==> config.mk <==
export PLATFORM = sky130hd
export DESIGN_NAME = fp_accum
export DESIGN_NICKNAME = d
export VERILOG_FILES = /design/src/rtl/fp_accum.sv
export SDC_FILE = /design/constraint.sdc
export NUM_CORES = 1
export LEC_CHECK = 0
export CAP_MARGIN = 10
export CELL_PAD_IN_SITES_DETAIL_PLACEMENT = 1
export CELL_PAD_IN_SITES_GLOBAL_PLACEMENT = 1
export CORE_MARGIN = 1
export CORE_UTILIZATION = 40
export CTS_CLUSTER_SIZE = 14
export DETAILED_ROUTE_END_ITERATION = 10
export GPL_TIMING_DRIVEN = 0
export PLACE_DENSITY = 0.72
export SLEW_MARGIN = 20
export SYNTH_ARGS = -nofsm -noshare
export SYNTH_HDL_FRONTEND = slang
export SYNTH_SLANG_ARGS = --single-unit
==> constraint.sdc <==
create_clock -name clock -period 12.96 [get_ports clock]
set_clock_uncertainty 0.1 [all_clocks]
set_input_delay 3.24 -clock clock [delete_from_list [all_inputs] [get_ports clock]]
set_output_delay 3.24 -clock clock [all_outputs]
set_load 0.05 [all_outputs]
==> src/rtl/fp_accum.sv <==
// fp_accum: bf16 group accumulator fed by the PE multiplier.
// Sums a stream of bf16 products, one group per in_last, into a bf16
// running sum. Each beat passes through align, add and normalize cycles.
// The result is held with a beat count and sticky flags until the
// consumer accepts it.
//
// Ports:
//   clock, reset        rising-edge clock, synchronous active-low reset
//   in_valid/in_ready   product beat handshake
//   in_data             bf16 product {sign, exp[7:0], mant[6:0]}
//   in_last             final beat of the group
//   in_overflow/in_inexact   multiplier flags for the beat
//   out_valid/out_ready result handshake
//   out_sum             bf16 group sum
//   out_count           beats in the group (saturating at 2^CNT_W-1)
//   out_overflow/out_inexact/out_underflow   sticky group flags
//
// Build option: define FP_ACCUM_RNE_EN to round to nearest-even in the
// normalize step. When it is undefined the mantissa is truncated.
//
// state   | meaning
// S_WAIT  | ready for a product beat
// S_ALIGN | order operands by magnitude, align the smaller mantissa
// S_ADD   | add or subtract the aligned mantissas
// S_NORM  | normalize, round/truncate, write acc
// S_OUT   | hold the group result until out_ready

module fp_accum #(
   parameter int CNT_W = 8
) (
   input  logic             clock,
   input  logic             reset,
   input  logic             in_valid,
   output logic             in_ready,
   input  logic [15:0]      in_data,
   input  logic             in_last,
   input  logic             in_overflow,
   input  logic             in_inexact,
   output logic             out_valid,
   input  logic             out_ready,
   output logic [15:0]      out_sum,
   output logic [CNT_W-1:0] out_count,
   output logic             out_overflow,
   output logic             out_inexact,
   output logic             out_underflow
);

   typedef enum logic [2:0] {S_WAIT, S_ALIGN, S_ADD, S_NORM, S_OUT} state_t;

   state_t            state, state_nx;
   logic [15:0]       acc, op;
   logic              op_last;
   logic [CNT_W-1:0]  cnt;
   logic              s_ovf, s_inx, s_unf;
   logic              valid_q;

   // align stage registers
   logic              r_byp;
   logic [15:0]       r_byp_res;
   logic              r_sign, r_sub;
   logic [7:0]        r_exp;
   logic [10:0]       r_a, r_b;
   // add stage register
   logic [11:0]       r_sum;

   // align combinational
   logic              c_byp, c_ovf, c_lost, c_acc_big;
   logic [15:0]       c_byp_res, c_big, c_small;
   logic [7:0]        c_diff;
   logic [3:0]        c_shamt;
   logic [21:0]       c_ext;
   logic [10:0]       c_a, c_b;

   // add / normalize combinational
   logic [11:0]       add_sum;
   logic [3:0]        lz;
   logic [10:0]       n_man;
   logic [6:0]        n_m7;
   logic signed [9:0] n_exp;
   logic [15:0]       n_res;
   logic              n_ovf, n_unf, n_inx;

   function automatic logic [3:0] lzc11(input logic [10:0] v);
      logic [3:0] n;
      logic       done;
      n    = 4'd0;
      done = 1'b0;
      for (int i = 10; i >= 0; i--) begin
         if (!done) begin
            if (v[i]) done = 1'b1;
            else      n = n + 4'd1;
         end
      end
      return n;
   endfunction

   assign in_ready      = (state == S_WAIT);
   assign out_valid     = valid_q;
   assign out_sum       = acc;
   assign out_count     = cnt;
   assign out_overflow  = s_ovf;
   assign out_inexact   = s_inx;
   assign out_underflow = s_unf;

   always_comb begin
      state_nx = state;
      case (state)
         S_WAIT:  if (in_valid) state_nx = S_ALIGN;
         S_ALIGN: state_nx = S_ADD;
         S_ADD:   state_nx = S_NORM;
         S_NORM:  state_nx = op_last ? S_OUT : S_WAIT;
         S_OUT:   if (valid_q && out_ready) state_nx = S_WAIT;
         default: state_nx = S_WAIT;
      endcase
   end

   // Special operands (infinity, flushed zero, empty acc) skip the datapath
   // and carry their result through to S_NORM so every beat takes 4 cycles.
   always_comb begin
      c_byp     = 1'b0;
      c_byp_res = acc;
      c_ovf     = 1'b0;
      c_lost    = 1'b0;
      c_acc_big = 1'b0;
      c_big     = acc;
      c_small   = op;
      c_diff    = 8'd0;
      c_shamt   = 4'd0;
      c_ext     = 22'd0;
      c_a       = 11'd0;
      c_b       = 11'd0;
      if (acc[14:7] == 8'hFF) begin
         c_byp = 1'b1;
      end else if (op[14:7] == 8'hFF) begin
         c_byp     = 1'b1;
         c_byp_res = {op[15], 8'hFF, 7'h00};
         c_ovf     = 1'b1;
      end else if (op[14:7] == 8'h00) begin
         c_byp = 1'b1;
      end else if (acc[14:7] == 8'h00) begin
         c_byp     = 1'b1;
         c_byp_res = op;
      end else begin
         c_acc_big = (acc[14:7] > op[14:7]) ||
                     ((acc[14:7] == op[14:7]) && (acc[6:0] >= op[6:0]));
         c_big     = c_acc_big ? acc : op;
         c_small   = c_acc_big ? op : acc;
         c_diff    = c_big[14:7] - c_small[14:7];
         c_shamt   = (c_diff > 8'd11) ? 4'd11 : c_diff[3:0];
         c_ext     = {1'b1, c_small[6:0], 3'b000, 11'd0} >> c_shamt;
         c_a       = {1'b1, c_big[6:0], 3'b000};
         c_b       = c_ext[21:11];
         c_lost    = |c_ext[10:0];
      end
   end

   assign add_sum = r_sub ? ({1'b0, r_a} - {1'b0, r_b})
                          : ({1'b0, r_a} + {1'b0, r_b});

   assign lz = lzc11(r_sum[10:0]);

   always_comb begin
      n_res = 16'h0000;
      n_ovf = 1'b0;
      n_unf = 1'b0;
      n_inx = 1'b0;
      n_man = 11'd0;
      n_m7  = 7'd0;
      n_exp = 10'sd0;
      if (r_sum != 12'd0) begin
         if (r_sum[11]) begin
            n_man = r_sum[11:1];
            n_inx = r_sum[0];
            n_exp = $signed({2'b00, r_exp}) + 10'sd1;
         end else begin
            n_man = r_sum[10:0] << lz;
            n_exp = $signed({2'b00, r_exp}) - $signed({6'd0, lz});
         end
         if (n_man[2:0] != 3'b000) n_inx = 1'b1;
         n_m7 = n_man[9:3];
`ifdef FP_ACCUM_RNE_EN
         if ((n_man[2:0] > 3'b100) || ((n_man[2:0] == 3'b100) && n_m7[0])) begin
            if (n_m7 == 7'h7F) begin
               n_m7  = 7'h00;
               n_exp = n_exp + 10'sd1;
            end else begin
               n_m7 = n_m7 + 7'd1;
            end
         end
`endif
         if (n_exp >= 10'sd255) begin
            n_res = {r_sign, 8'hFF, 7'h00};
            n_ovf = 1'b1;
         end else if (n_exp <= 10'sd0) begin
            n_res = 16'h0000;
            n_unf = 1'b1;
         end else begin
            n_res = {r_sign, n_exp[7:0], n_m7};
         end
      end
   end

   always_ff @(posedge clock) begin
      if (!reset) begin
         state     <= S_WAIT;
         acc       <= 16'h0000;
         op        <= 16'h0000;
         op_last   <= 1'b0;
         cnt       <= '0;
         s_ovf     <= 1'b0;
         s_inx     <= 1'b0;
         s_unf     <= 1'b0;
         valid_q   <= 1'b0;
         r_byp     <= 1'b0;
         r_byp_res <= 16'h0000;
         r_sign    <= 1'b0;
         r_sub     <= 1'b0;
         r_exp     <= 8'd0;
         r_a       <= 11'd0;
         r_b       <= 11'd0;
         r_sum     <= 12'd0;
      end else begin
         state <= state_nx;
         case (state)
            S_WAIT: begin
               if (in_valid) begin
                  op      <= in_data;
                  op_last <= in_last;
                  s_ovf   <= s_ovf | in_overflow;
                  s_inx   <= s_inx | in_inexact;
                  if (cnt != {CNT_W{1'b1}}) cnt <= cnt + 1'b1;
               end
            end
            S_ALIGN: begin
               r_byp     <= c_byp;
               r_byp_res <= c_byp_res;
               r_sign    <= c_big[15];
               r_sub     <= c_big[15] ^ c_small[15];
               r_exp     <= c_big[14:7];
               r_a       <= c_a;
               r_b       <= c_b;
               s_ovf     <= s_ovf | c_ovf;
               s_inx     <= s_inx | c_lost;
            end
            S_ADD: begin
               r_sum <= add_sum;
            end
            S_NORM: begin
               if (r_byp) begin
                  acc <= r_byp_res;
               end else begin
                  acc   <= n_res;
                  s_ovf <= s_ovf | n_ovf;
                  s_inx <= s_inx | n_inx;
                  s_unf <= s_unf | n_unf;
               end
            end
            S_OUT: begin
               // out_valid rises one cycle after acc settles
               if (!valid_q) begin
                  valid_q <= 1'b1;
               end else if (out_ready) begin
                  valid_q <= 1'b0;
                  acc     <= 16'h0000;
                  cnt     <= '0;
                  s_ovf   <= 1'b0;
                  s_inx   <= 1'b0;
                  s_unf   <= 1'b0;
               end
            end
            default: ;
         endcase
      end
   end

endmodule

* Word level (Yosys, flattened, before mapping)
Cells that the tools add are included.
** Storage, ports and cells
- Register bits after elaboration :: 109
- Word-level logic and storage cells :: 194
- Bits of input ports :: 23
** Operators by class
- Shift-type cells :: 2
- Muxes and demuxes :: 114
- Eq/ne operators :: 14
- Reduce and logical (&&, ||, !) cells :: 18
- Add/subtract/negate cells :: 16
- Bitwise logic cells :: 8
- $lt $le $gt $ge :: 5
** Operators by type and width (count)
- $mux 16 :: 20
- $mux 11 :: 8
- $mux 4 :: 21
- $mux 1 :: 47
- $add 4x1->4 const B :: 10
- $mux 10 :: 4
- $mux 8 :: 4
- $pmux 16 s2 :: 1
- $shr 22x4->22 :: 1
- $eq 8x8->1 const B :: 2
- $logic_not 8->1 :: 2
- $pmux 8 s2 :: 1
- $pmux 3 s5 :: 1
- $add 11x11->12 :: 1
- $mux 12 :: 1
- $reduce_bool 12->1 :: 1
- $sub 11x11->12 :: 1
- $reduce_or 11->1 :: 1
- $shl 11x4->10 :: 1
- $ge 10x9->1 const B :: 1
- $le 10x1->1 const B :: 1
- $ne 2x2->1 const B :: 5
- $reduce_and 5->1 :: 2
- $add 8x1->9 const B :: 1
- 26 further kinds :: 39

* Logic depth before layout (Yosys ltp)
- Depth in word-level cells :: 41
- Gate-level depth with buffers :: 38
- Mapped depth without buffers :: 38

* Worst setup path after synthesis
OpenSTA, ideal clock, no wires.
- Path kind :: reg-to-reg
- From :: register r_sum[8]
- To :: register acc[1] (netlist: out_sum[1])
- Setup slack :: 5.211 ns
- Library setup time :: 0.070 ns
- Cell stages (with the launch flop) :: 38
- Arrival :: 7.579 ns
- Path buffers :: 1
- Path through :: dfxtp_1 > clkbuf_1 > a21oi_1 > ha_1 > o31a_1 > ha_1 > mux2_2 > o31ai_1 > mux2i_1 > o21ai_0 > ha_1 > o21ai_0 > a21oi_1 > ha_1 > mux2_2 > nor3b_1 > a311oi_2 > ha_1 > [2 not listed] > nor3_1 > xor2_1 > nand2_1 > xor2_1 > inv_1 > ha_1 > nor2b_1 > o21ai_0 > nand2_1 > o32ai_1 > xor2_1 > nor2_1 > a41o_1 > nor3_1 > o21a_1 > a22o_1 > nand2_1 > a21oi_1
** Between the ends
- Word-level cells in the longest chain between the ends :: 35
- Elaborated cells on any way between the ends :: 49
** RTL lines
- start, declared :: line 64 : logic [11:0] r_sum;
- start signal, assigned :: line 246 : r_sum <= add_sum;
- $mux 4 :: line 90 : if (v[i]) done = 1'b1;
- $mux 4 :: line 89 : if (!done) begin
- $add 4x1->4 :: line 91 : else n = n + 4'd1;
- $mux 4 :: line 90
- $mux 4 :: line 89
- $add 4x1->4 :: line 91
- $mux 4 :: line 90
- $mux 4 :: line 89
- [19 not listed]
- $mux 10 :: line 171 : if (r_sum[11]) begin
- $mux 10 :: line 170 : if (r_sum != 12'd0) begin
- $le 10x1->1 :: line 194 : end else if (n_exp <= 10'sd0) begin
- $mux 16 :: line 194
- $mux 16 :: line 191 : if (n_exp >= 10'sd255) begin
- $mux 16 (*) :: line 170
- $mux 16 (*) :: line 249 : if (r_byp) begin
- $pmux 16 s2 (*) :: line 224 : case (state)
- end signal, assigned :: line 250 : acc <= r_byp_res;
- end signal, assigned :: line 252 : acc <= n_res;
- end, declared :: line 51 : logic [15:0] acc, op;
Mark *: on every way between the ends. The rest lies on a longest branch, timed or not. The select of a mux whose other input is x is not followed.
A chain may end at the register's enable or synchronous reset.

* Final worst setup path
- From :: register r_sum[8]
- To :: register acc[2] (netlist: out_sum[2])
The elaborated chain is that of the path after synthesis.

==> reports/results.tsv <==
metric	value	unit
min-delay worst type	reg -> reg	
first-pass GRT wire length	43.3	mm
Boundary Pins	52	
unrepaired setup endpoints after global routing	no	
number of flops mapped to enable cells by yosys	0	
total core area	0.0190	mm²
initial antenna violation count	0	
FF+latch count, synth	106	
max cap viols	0	
post-DR vias/cell	5.83	
footprint of the multi-input gates	0.00535	mm²
total area of sequential cells	0.00212	mm²
Internal	684	µW
effective utilization at floorplan	41.5	%
total power per unit cell area	122	mW/mm²
Die Span Y	142	µm
largest fanout on the critical path	10	
vias after detailed routing	7949	
worst setup path start	r_sum[8]	
Clock Tree Buf Depth	2	
Max transition margin	43.3	%
mean instance size in the synthesized netlist	7.58	µm²
Data arrival, critical path	9.79	ns
wire length per cell after detailed routing	20.0	µm
final slew viol count	0	
endpoint of the worst-slack reg-to-reg timing path	out_sum[2]	
required time of the worst setup path	13.13	ns
fraction of final layout cells with drive strength greater than 1	6.07	%
number of inserted filler cells in the final layout	2392	
Clk pwr share	28.5	%
total number of placement rows	50	
via count of the first global-routing pass	7836	
status	finished, final reports clean	
register-to-register setup slack	3.34	ns
Synth Instances	1038	
leading cell type by number of instances after synthesis	sky130_fd_sc_hd__nand2_1	
portion of synthesized cell area occupied by the leading cell type	27.0	%
RD Place Congestion	0.875	
total power after layout	1.10	mW
Switching Share	37.9	%
PostCTS Resize Cnt	0	
area of the mapped netlist	0.00786	mm²
hold path startpoint	r_a[10]	
most used standard cells in the synthesized netlist	sky130_fd_sc_hd__nand2_1, sky130_fd_sc_hd__nor2_1, sky130_fd_sc_hd__a21oi_1, sky130_fd_sc_hd__dfxtp_1	
net load switching power	418	µW
IO buf count	51	
wire length after detailed routing	27.2	mm
Comb pwr share	38.9	%
TritonCTS clock tree	yes	
Inserted Diodes	0	
share of synthesized area occupied by flip-flops and latches	27.0	%
Max IR drop VDD	66.3	µV
quantity of hold-fixing buffers added after cts	0	
DRT iter0 DRCs	457	
post-CTS repair timing setup buffer count	0	
clock-pin slew reported for the worst setup and hold paths after clock tree synthesis	0.07	ns
number of buffers created by CTS	9	
cell with the most instances on the worst path	sky130_fd_sc_hd__ha_1	
pin count of the biggest net entering global routing	17	
DRT Pass-1 Iters	4	
area added between synthesis and finish	14.9	%
Fin Setup TNS	0	ns
startpoint types	flop	
horizontal die dimension	142	µm
leakage power	3.12	nW
startpoint of the lowest-slack register-to-register path	r_sum[8]	
highest clock rate	0.104	GHz
Root Buffer Master	sky130_fd_sc_hd__clkbuf_16	
global-route usage over all layers	27.6	%
fraction of synthesis flops using an asynchronous set or reset pin	0	%
sequential share of power	32.6	%
clock network latency to the later pin of the worst-skew pair	0.35	ns
biggest area contributors in the synthesized netlist	sky130_fd_sc_hd__dfxtp_1, sky130_fd_sc_hd__a21oi_1, sky130_fd_sc_hd__nand2_1, sky130_fd_sc_hd__ha_1, sky130_fd_sc_hd__nor2_1	
worst-case hold path end point	r_a[10]	
Final Net Count	1163	
Yosys top cell by area	sky130_fd_sc_hd__dfxtp_1	
area of the die	0.0202	mm²
post-detailed-placement half-perimeter wirelength	21.4	mm
type of element capturing the critical path	flop	
total setup violations reported at the end of the flow	0	
Tmin final	9.62	ns
Synth Flop Type	sky130_fd_sc_hd__dfxtp_1	
H-tree levels	3	
R2R depth	37	
Fin. Hold Viols	0	
yosys synthesis warning count	0	
cell depth of the worst min-delay path	2	
Tcrit/Tclk final	74.2	%
slew at the pin closest to its max-slew limit	0.841	ns
slowest stage cell, crit path	sky130_fd_sc_hd__xor2_1	
number of clock sinks	106	
critical path class	reg -> reg	
Critical Path Max Stage Delay	0.68	ns
syn_nets	1101	
detailed-route DRC error count	0	
remaining global-route overflow	0	
number of unique standard cell types used by synthesis	95	
number of antenna-violating nets in the routed design	0	
==> worst max-delay path by stage <==
stage | endpoint | slack (ns) | cells past startpoint
4_1_cts | out_sum[1] | 3.37 | 37
3_3_place_gp | out_sum[1] | 3.74 | 37
6_report | out_sum[2] | 3.34 | 37
5_1_grt | out_sum[2] | 2.65 | 37
3_5_place_dp | out_sum[1] | 3.48 | 37
2_1_floorplan | out_sum[1] | 5.21 | 37
==> through the flow <==
stage | setup WS [ns] | hold WS, ns | cells | util (%) | cell area, µm²
finish | 3.34 | 0.383 | 1364 | 47.7 | 9030
global route | 2.65 | 0.410 | 1364 | 47.7 | 9030
CTS | 3.37 | 0.384 | 1364 | 47.7 | 9030
detailed placement | 3.48 | 0.373 | 1349 | 45.9 | 8700
global placement | 3.74 | 0.363 | 1349 | 45.9 | 8700
floorplan | 5.21 | 0.337 | 1038 | - | 7860
==> state kept, by name, indices dropped and copies added (netlist names), 8 cells and up <==
signal	flops
r_a	8
r_byp_res	16
r_b	11
r_exp	8
op	16
out_count	8
r_sum	12
out_sum	16
==> layer usage <==
layer | global-route usage [%] | wire length [µm] | vias to the layer above
met3 | 2.73 | 884 | 23
met1 | 37.9 | 13300 | 3903
met2 | 46.4 | 12700 | 129
met5 | 0 | 0 | -
met4 | 6.40 | 364 | 0
li1 | - | - | 3894
==> power groups by stage <==
stage | Clock [mW] | Sequential (mW) | Combinational [mW]
after floorplan | 0 | 0.366 | 0.309
after global routing | 0.329 | 0.361 | 0.468
after global placement | 0 | 0.366 | 0.421
after detailed placement | 0 | 0.366 | 0.425
after CTS | 0.318 | 0.359 | 0.428
final | 0.314 | 0.360 | 0.428
==> cell families after synthesis <==
group | after synthesis | share of synthesized area [%]
compound gates | 316 | 27.5
xor+xnor | 45 | 5.20
fa+ha+maj | 40 | 6.46
buf+inv | 97 | 5.00
flops | 106 | 27.0
mux | 40 | 5.46
simple gates | 394 | 23.4
==> layout by cell type (no fill, tap or decap), drive strengths merged, types with 5 or more instances in the layout <==
cell type	synthesis	routed
a31oi	6	6
a211oi	16	16
a22o	6	6
buf	8	8
nor3	34	34
clkdlybuf4s50	0	51
a2111oi	7	7
o31ai	7	7
xor2	15	15
mux2i	29	29
nor2b	12	12
a21oi	112	112
o21ai	56	56
inv	38	38
and2	8	8
clkbuf	51	61
or2	8	8
nand2	139	139
mux2	10	10
o21a	12	12
a21o	6	6
nor4	14	14
nor2	123	123
ha	39	39
a221oi	26	26
nand3	9	9
a22oi	6	6
xnor2	30	30
nand4	9	9
dfxtp	106	106
o2111ai	5	5
nand2b	16	16
o211ai	6	6
==> final cells by class <==
cell class / count / area share (%)
Multi-Input combinational cell: 835 / 59.2
Clock buffer: 10 / 2.53
Clock inverter: 5 / 1.15
Tap cell: 260 / 3.60
Sequential cell: 106 / 23.5
Inverter: 38 / 1.58
Timing Repair Buffer: 51 / 5.65
Buffer: 59 / 2.77
==> worst max-delay path, delay by kind of cell (launching register included) <==
kind | cells | cell delay [ns]
buf+inv | 2 | 0.60
flops | 1 | 0.33
mux | 3 | 0.65
fa+ha+maj | 6 | 1.83
xor+xnor | 4 | 1.29
compound gates | 13 | 3.07
simple gates | 9 | 1.65
Note: power is estimated with default switching activity, not from simulation.
